**src/rtl/shape_processor_mc.sv**
```systemverilog
`default_nettype none
// ============================================================================
// Module      : shape_processor_mc
// Description : Multi-channel shape/operation control SFR block with a shared
//               execution engine. Each channel holds a 2-bit one-hot shape and
//               a 5-bit operation code. Writes that would produce an illegal
//               setting are dropped. A start request runs one channel for
//               OP_LATENCY cycles and then pulses done.
// Ports       :
//   clk        in   clock, rising edge
//   rst_n      in   asynchronous active-low reset
//   write      in   write strobe for SFR[addr]
//   addr       in   channel select for write/read
//   write_data in   [17:16]=shape, [4:0]=operation
//   read       in   read strobe for SFR[addr]
//   read_data  out  {14'b0, shape, 11'b0, operation}, registered
//   start      in   execute request
//   start_ch   in   channel to execute
//   busy       out  engine running
//   done       out  single-cycle pulse at end of operation
//   done_ch    out  channel of the finished operation, valid with done
//   err_clr    in   clears sticky error
//   error      out  sticky rejection flag
// Revision    : 1.0 - initial multi-channel release
// ============================================================================
module shape_processor_mc #(
  parameter  int NUM_CH     = 4,
  parameter  int OP_LATENCY = 3,
  localparam int AW         = (NUM_CH > 1) ? $clog2(NUM_CH) : 1
) (
  input  logic          clk,
  input  logic          rst_n,
  input  logic          write,
  input  logic [AW-1:0] addr,
  input  logic [31:0]   write_data,
  input  logic          read,
  output logic [31:0]   read_data,
  input  logic          start,
  input  logic [AW-1:0] start_ch,
  output logic          busy,
  output logic          done,
  output logic [AW-1:0] done_ch,
  input  logic          err_clr,
  output logic          error
);

  localparam int            CW       = (OP_LATENCY > 1) ? $clog2(OP_LATENCY) : 1;
  localparam logic [CW-1:0] CNT_INIT = CW'(OP_LATENCY - 1);

  localparam logic [1:0] S_IDLE = 2'd0;
  localparam logic [1:0] S_RUN  = 2'd1;
  localparam logic [1:0] S_DONE = 2'd2;

  function automatic logic op_legal(input logic [4:0] o);
    case (o[4:3])
      2'b00, 2'b10: op_legal = (o[2:1] == 2'b00);
      2'b01:        op_legal = (o[2:0] == 3'b000);
      default:      op_legal = 1'b0;
    endcase
  endfunction

  // Class-specific operations must match the shape they are paired with.
  function automatic logic combo_legal(input logic [4:0] o, input logic [1:0] s);
    combo_legal = (o[4:3] == 2'b00) || (o[4:3] == s);
  endfunction

  logic [1:0]        shape_q [NUM_CH];
  logic [4:0]        op_q    [NUM_CH];
  logic [NUM_CH-1:0] upd_full;
  logic [NUM_CH-1:0] upd_op;
  logic [1:0]        state_q, state_d;
  logic [CW-1:0]     cnt_q;
  logic [AW-1:0]     active_ch_q;
  logic [2**AW-1:0]  ch_valid;
  logic [31:0]       rd_word;

  logic [1:0] new_shape;
  logic [4:0] new_op;
  logic       new_op_ok;
  logic       new_shape_onehot;
  logic       start_ok;
  logic       start_reject;
  logic       write_reject;
  logic       unused_wdata;

  assign new_shape        = write_data[17:16];
  assign new_op           = write_data[4:0];
  assign new_op_ok        = op_legal(new_op);
  assign new_shape_onehot = (new_shape == 2'b01) || (new_shape == 2'b10);
  assign unused_wdata     = ^{write_data[31:18], write_data[15:5]};

  // Address space is rounded up to a power of two; mark codes that map to a channel.
  generate
    for (genvar i = 0; i < 2**AW; i++) begin : g_valid
      assign ch_valid[i] = (i < NUM_CH) ? 1'b1 : 1'b0;
    end
  endgenerate

  // Per-channel write decode. A channel that is executing is locked against
  // writes; a shape field of 00 means "keep the current shape".
  generate
    for (genvar i = 0; i < NUM_CH; i++) begin : g_ch
      logic hit;
      assign hit = write && (addr == AW'(i)) && !(busy && (active_ch_q == AW'(i)));
      assign upd_full[i] = hit && new_shape_onehot && new_op_ok &&
                           combo_legal(new_op, new_shape);
      assign upd_op[i]   = hit && (new_shape == 2'b00) && new_op_ok &&
                           combo_legal(new_op, shape_q[i]);
    end
  endgenerate

  // Any write not accepted by some channel (bad address, locked, illegal) is a rejection.
  assign write_reject = write && !(|upd_full || |upd_op);
  assign start_ok     = start && ch_valid[start_ch] && (state_q != S_RUN);
  assign start_reject = start && !start_ok;

  always_ff @(posedge clk or negedge rst_n) begin
    if (!rst_n) begin
      for (int i = 0; i < NUM_CH; i++) begin
        shape_q[i] <= 2'b01;
        op_q[i]    <= 5'b0;
      end
    end else begin
      for (int i = 0; i < NUM_CH; i++) begin
        if (upd_full[i]) begin
          shape_q[i] <= new_shape;
          op_q[i]    <= new_op;
        end else if (upd_op[i]) begin
          op_q[i]    <= new_op;
        end
      end
    end
  end

  always_comb begin
    rd_word = 32'b0;
    for (int i = 0; i < NUM_CH; i++) begin
      if (addr == AW'(i)) rd_word = {14'b0, shape_q[i], 11'b0, op_q[i]};
    end
  end

  // Registered read sees the SFR before any same-cycle write lands.
  always_ff @(posedge clk or negedge rst_n) begin
    if (!rst_n)    read_data <= 32'b0;
    else if (read) read_data <= rd_word;
  end

  always_ff @(posedge clk or negedge rst_n) begin
    if (!rst_n)                            error <= 1'b0;
    else if (write_reject || start_reject) error <= 1'b1;
    else if (err_clr)                      error <= 1'b0;
  end

  // Engine: state register
  always_ff @(posedge clk or negedge rst_n) begin
    if (!rst_n) state_q <= S_IDLE;
    else        state_q <= state_d;
  end

  // Engine: next state
  always_comb begin
    state_d = state_q;
    case (state_q)
      S_IDLE, S_DONE: state_d = start_ok ? S_RUN : S_IDLE;
      S_RUN:          if (cnt_q == '0) state_d = S_DONE;
      default:        state_d = S_IDLE;
    endcase
  end

  // Engine: channel snapshot and latency counter
  always_ff @(posedge clk or negedge rst_n) begin
    if (!rst_n) begin
      cnt_q       <= '0;
      active_ch_q <= '0;
    end else if (start_ok) begin
      cnt_q       <= CNT_INIT;
      active_ch_q <= start_ch;
    end else if ((state_q == S_RUN) && (cnt_q != '0)) begin
      cnt_q <= cnt_q - 1'b1;
    end
  end

  // Engine: outputs
  always_comb begin
    busy    = 1'b0;
    done    = 1'b0;
    done_ch = '0;
    case (state_q)
      S_RUN:  busy = 1'b1;
      S_DONE: begin
        done    = 1'b1;
        done_ch = active_ch_q;
      end
      default: ;
    endcase
  end

endmodule
`default_nettype wire

```
**config.mk**
```make
export PLATFORM = sky130hd
export DESIGN_NAME = shape_processor_mc
export DESIGN_NICKNAME = d
export VERILOG_FILES = /design/src/rtl/shape_processor_mc.sv
export SDC_FILE = /design/constraint.sdc
export NUM_CORES = 1
export LEC_CHECK = 0
export ABC_AREA = 1
export CORE_UTILIZATION = 42
export CTS_CLUSTER_SIZE = 24
export DETAILED_ROUTE_END_ITERATION = 8
export HOLD_SLACK_MARGIN = 0.03
export PLACE_DENSITY_LB_ADDON = 0.2
export SYNTH_ARGS = -nofsm -noshare
export SYNTH_HDL_FRONTEND = slang
export SYNTH_SLANG_ARGS = --single-unit
export TNS_END_PERCENT = 5
```
**constraint.sdc**
```tcl
create_clock -name clk -period 2.4 [get_ports clk]
set_clock_uncertainty 0.1 [all_clocks]
set_input_delay 0.48 -clock clk [delete_from_list [all_inputs] [get_ports clk]]
set_output_delay 0.48 -clock clk [all_outputs]
set_load 0.02 [all_outputs]
```
# == Yosys cells after proc, flatten, opt, wreduce, memory -nomap -nowiden ==
# Index checks and enable logic that the tools add are counted.
# op_classes
add_sub_neg,1
multipliers,0
n_div,0
magnitude_cmp,1
eq_ne,19
shifts,0
n_mux,25
bitwise_logic,0
n_reduce_logical,74
# ops
cell,n
32-bit two-way mux,3
1-bit logical AND,41
5-bit two-way mux,8
18-bit two-way mux,1
"2-bit == test, second input constant",7
2-bit logical NOT,7
2-bit nonzero test,7
"2-bit by 1-bit == test with 1-bit output, second input constant",5
2-bit == test,5
1-bit logical OR,8
2-bit two-way mux,4
4-bit OR reduction,2
1-bit logical NOT,6
1-bit two-way mux,6
2-bit case mux with 2 select lines,1
2-bit OR reduction,2
3-bit logical NOT,1
"2-bit by 3-bit less-than comparator with 1-bit output, second input constant",1
1-bit binary-select mux with 2-bit select,1
"2-bit by 1-bit != test with 1-bit output, second input constant",1
"2-bit != test, second input constant",1
1-bit case mux with 2 select lines,1
"2-bit by 1-bit subtractor with 2-bit output, second input constant",1
# totals
regBits,67
latch_bits,0
ram_bits,0
romBits,0
input_bits,42
output_inout_bits,37
elab_cells,133
n_memories,0

# == Longest topological paths before layout ==
# Gate-level depths: netlist of the first run.
# depth
depth_word,14
mapped_depth,11
depth_no_buf,11

# == Least setup slack after synthesis of the first run ==
# Ideal clock, no wire load.
# synth_path
path_kind,input-to-reg
from,input port write_data[16]
to,register error
setup_ns,0.117
t_arrival_ns,1.453
required_ns,2.183
slack_ns,0.730
cell_stages,9
n_path_buf,0
path_cell_list,inv_1 -> ha_1 -> nand3_2 -> nor2_8 -> nand2_4 -> nand2_4 -> inv_2 -> nand3_1 -> nand2_1
# synth_via
elab_chain_cells,11
elab_cells_between_ends,38
cone_classes,eq/ne: 3; mux: 1; reduce/logical: 34
# synth_lines
item,line,text
start: declaration,35,"input logic [31:0] write_data,"
2-bit by 1-bit == test with 1-bit output or 2-bit == test (tied branches),89,assign new_shape_onehot = (new_shape == 2'b01) || (new_shape == 2'b10);
1-bit logical OR,89,
1-bit logical AND (3 in series),105,assign upd_full[i] = hit && new_shape_onehot && new_op_ok &&
4-bit OR reduction,113,assign write_reject = write && !(|upd_full || |upd_op);
1-bit logical OR (*),113,
1-bit logical NOT (*),113,
1-bit logical AND (*),113,
1-bit logical OR (*),150,else if (write_reject || start_reject) error <= 1'b1;
1-bit two-way mux or 2-bit nonzero test (tied branches),--,
end signal: assignment,149,if (!rst_n) error <= 1'b0;
end signal: assignment,150,
end signal: assignment,151,else if (err_clr) error <= 1'b0;
end: declaration,44,output logic error
# Mark *: on every way between the ends. The rest lies on a longest branch, timed or not.
# A chain may end at the register's enable or synchronous reset.

# == Final worst setup path of the first run ==
# layout_path
from,register state_q[0]
to,output port busy
# layout_via
elab_chain_cells,2
# layout_lines
item,line,text
start: declaration,71,"logic [1:0] state_q, state_d;"
start signal: assignment,157,else state_q <= state_d;
2-bit by 1-bit == test with 1-bit output,188,case (state_q)
1-bit two-way mux,188,
end: declaration,40,"output logic busy,"
# No other way between the ends.

==> results of run 1 <==
[cells by family after synthesis]
group | Yosys count | share of synthesized area, %
buffers and inverters | 65 | 15.3
DFF | 42 | 44.5
AOI/OAI and AO/OA | 54 | 12.5
adders and majority gates | 2 | 1.06
other | 1 | 0.158
and+or+nand+nor | 130 | 26.5
[power groups by stage]
stage	Sequential [mW]	Clock, mW	Combinational, mW
6_report	0.995	0.550	0.664
3_5_place_dp	1.01	0	0.675
2_1_floorplan	1.01	0	0.452
3_3_place_gp	1.00	0	0.659
5_1_grt	1.02	0.595	0.765
4_1_cts	0.994	0.570	0.678
[routing by layer]
metal  GRT usage (%)  up-vias  wire length, µm
li1                -      959                -
met5               0        -                0
met1            22.4      837             2170
met4            4.91        0               56
met2            30.8       50             2350
met3            3.33        8              195
[flip-flops by register name (all words and copies together), names as in the netlist]
| register | cells |
|---|---|
| op_q | 20 |
| read_data | 7 |
| shape_q | 8 |
| active_ch_q | 2 |
| error | 1 |
| cnt_q | 2 |
| state_q | 2 |
[cells in the mapped netlist, drive strengths merged]
master | instances | share of area (%)
nor2 | 43 | 8.5
o22ai | 1 | 0.26
a31oi | 5 | 1.3
inv | 35 | 5.8
dfrtp | 38 | 40
a21oi | 19 | 4.5
dfstp | 4 | 4.4
clkbuf | 1 | 0.16
nor3 | 3 | 0.63
conb | 1 | 0.16
o21ai | 26 | 5.5
ha | 2 | 1.1
nand2 | 71 | 14
buf | 29 | 9.3
a211oi | 2 | 0.63
o211ai | 1 | 0.32
nand3 | 13 | 3.2
[through the flow]
stage	cells	cell area, µm²	total power, mW
after floorplan	318	2460	1.46
after global placement	398	2700	1.66
after detailed placement	398	2700	1.68
after CTS	406	2810	2.24
after global routing	406	2810	2.38
final	406	2810	2.21
[worst max-delay path by stage]
stage	from	endpoint	slack, ps
global route	state_q[0]	busy	170
global placement	write_data[16]	error	110
floorplan	write_data[16]	error	730
finish	state_q[0]	busy	240
CTS	state_q[0]	done_ch[1]	220
detailed placement	write_data[17]	error	90
[critical path, cell delays in order (launching register included)]
cell	delay, ps
dfrtp_1	440
inv_1	100
nor2_4	130
clkdlybuf4s50_1	620
[layout make-up]
class | instances | area (µm²) | area share, %
clock buffers | 5 | 68.8 | 2.45
clock inverters | 3 | 40.0 | 1.42
inverters | 35 | 136 | 4.85
multi-input cells | 211 | 1040 | 37.1
flip-flops and latches | 42 | 1060 | 37.6
well taps | 70 | 87.6 | 3.12
repair buffers | 40 | 378 | 13.4
==> reports/results.txt, run 1 <==
post-synth cell types: 27
HPWL after DPL: 3.59 mm
CTS max path bufs: 2
Tcrit/Tclk final: 89.9%
peak supply drop: 0.404 mV
Reg2Reg Depth: 9
RSZ-0062 raised after global routing: no
Hold Crit Class: in -> async
crit path kind: reg -> out
Total Routing Usage GR: 17.7%
Sw Share: 34.1%
final net count: 379
gp weighted congestion: 0.826
Core Box Area: 5270 µm²
CTS root buffer: clkbuf_8
drt first-iter violations: 112
Die Span Y: 77.1 µm
post-synthesis cell area: 2370 µm²
sequential share of the synthesized area: 44.5%
Hold Worst Slack: 142 ps
final hold violations: 0
H-tree Lvls: 2
final worst slack: 241 ps
I/O pin count: 79
synth warn: 0
Worst EP arrival: 1580 ps
max_cap viols: 0
startpoint types: flip-flop
Initial Util: 45.0%
Overflow after GRT: 0
Cell Int Power: 1.46 mW
sequential power share: 45.0%
setup slack, reg-to-reg: 860 ps
post-layout util: 53.3%
drt pass-1 iters: 4
via count: 1,854
post_cts resized: 0
global-route wire length before repair: 8.27 mm
Pleak: 1.44 nW
largest net degree at the start of global routing: 43
TritonCTS clock tree: built
Final Slew Violations: 0
Fmax: 463 MHz
share of cells above drive strength 1: 14.0%
Area Overhead vs Synth: 18.5%
run status: finished, final reports clean
ratio of routed vias to standard cells: 4.57
initial antenna violation count: 0
vias in the first global route: 1,778
layout filler cell count: 508
critical register-to-register path startpoint: state_q[1]
Synth Instances: 294
final setup fails: 0
number of CTS-inserted buffers: 5
Worst R2R End: error
FF+latch count, synth: 42
Crit. End Element: output pin
CTS clk-pin slew, worst paths: 80 ps
clock latency on the worst-skew pair: 290 ps
clock share of power: 24.9%
DR DRC count: 0
Avg Cell Area, Syn: 8.06 µm²
Die W: 77.1 µm
Least-Margin Pin Slew: 538 ps
full die area: 5950 µm²
Routed WL: 4.77 mm
antenna cells: 0
slew margin rel.: 64.2%
postcts setup bufs: 0
Routed WL per cell: 11.7 µm
CP required: 1820 ps
sw power: 0.753 mW
setup TNS: 0 ps
DRT antenna net count: 0
Setup WS pre-CTS: 86.7 ps
CTS Sinks: 42
minimum clock period: 2160 ps
Comb pwr share: 30.1%
most frequent cells in the layout: nand2_1 (61), nor2_1 (40), dfrtp_1 (38), inv_1 (31), clkdlybuf4s50_1 (27)
Row Count: 26
# hold bufs at CTS: 0
Cell Pwr Density: 786 nW/µm²
IO buf count: 28
commonest non-fill, non-tap cell in the layout: nand2_1
CP max FO: 6
(Power assumes the default switching activity.)
==> run 2, diff against run 1 <==
--- a/config.mk
+++ b/config.mk
@@ -6,6 +6,7 @@
 export NUM_CORES = 1
 export LEC_CHECK = 0
 export ABC_AREA = 1
+export CAP_MARGIN = 20
 export CORE_UTILIZATION = 42
 export CTS_CLUSTER_SIZE = 24
 export DETAILED_ROUTE_END_ITERATION = 8
==> results of run 2 <==
Final layout, timing and power as in run 1 (identical DEF).
==> run 3, diff against run 2 <==
--- a/config.mk
+++ b/config.mk
@@ -8,7 +8,7 @@
 export ABC_AREA = 1
 export CAP_MARGIN = 20
 export CORE_UTILIZATION = 42
-export CTS_CLUSTER_SIZE = 24
+export CTS_CLUSTER_SIZE = 28
 export DETAILED_ROUTE_END_ITERATION = 8
 export HOLD_SLACK_MARGIN = 0.03
 export PLACE_DENSITY_LB_ADDON = 0.2
==> results of run 3 <==
Final layout, timing and power as in run 1 (identical DEF).
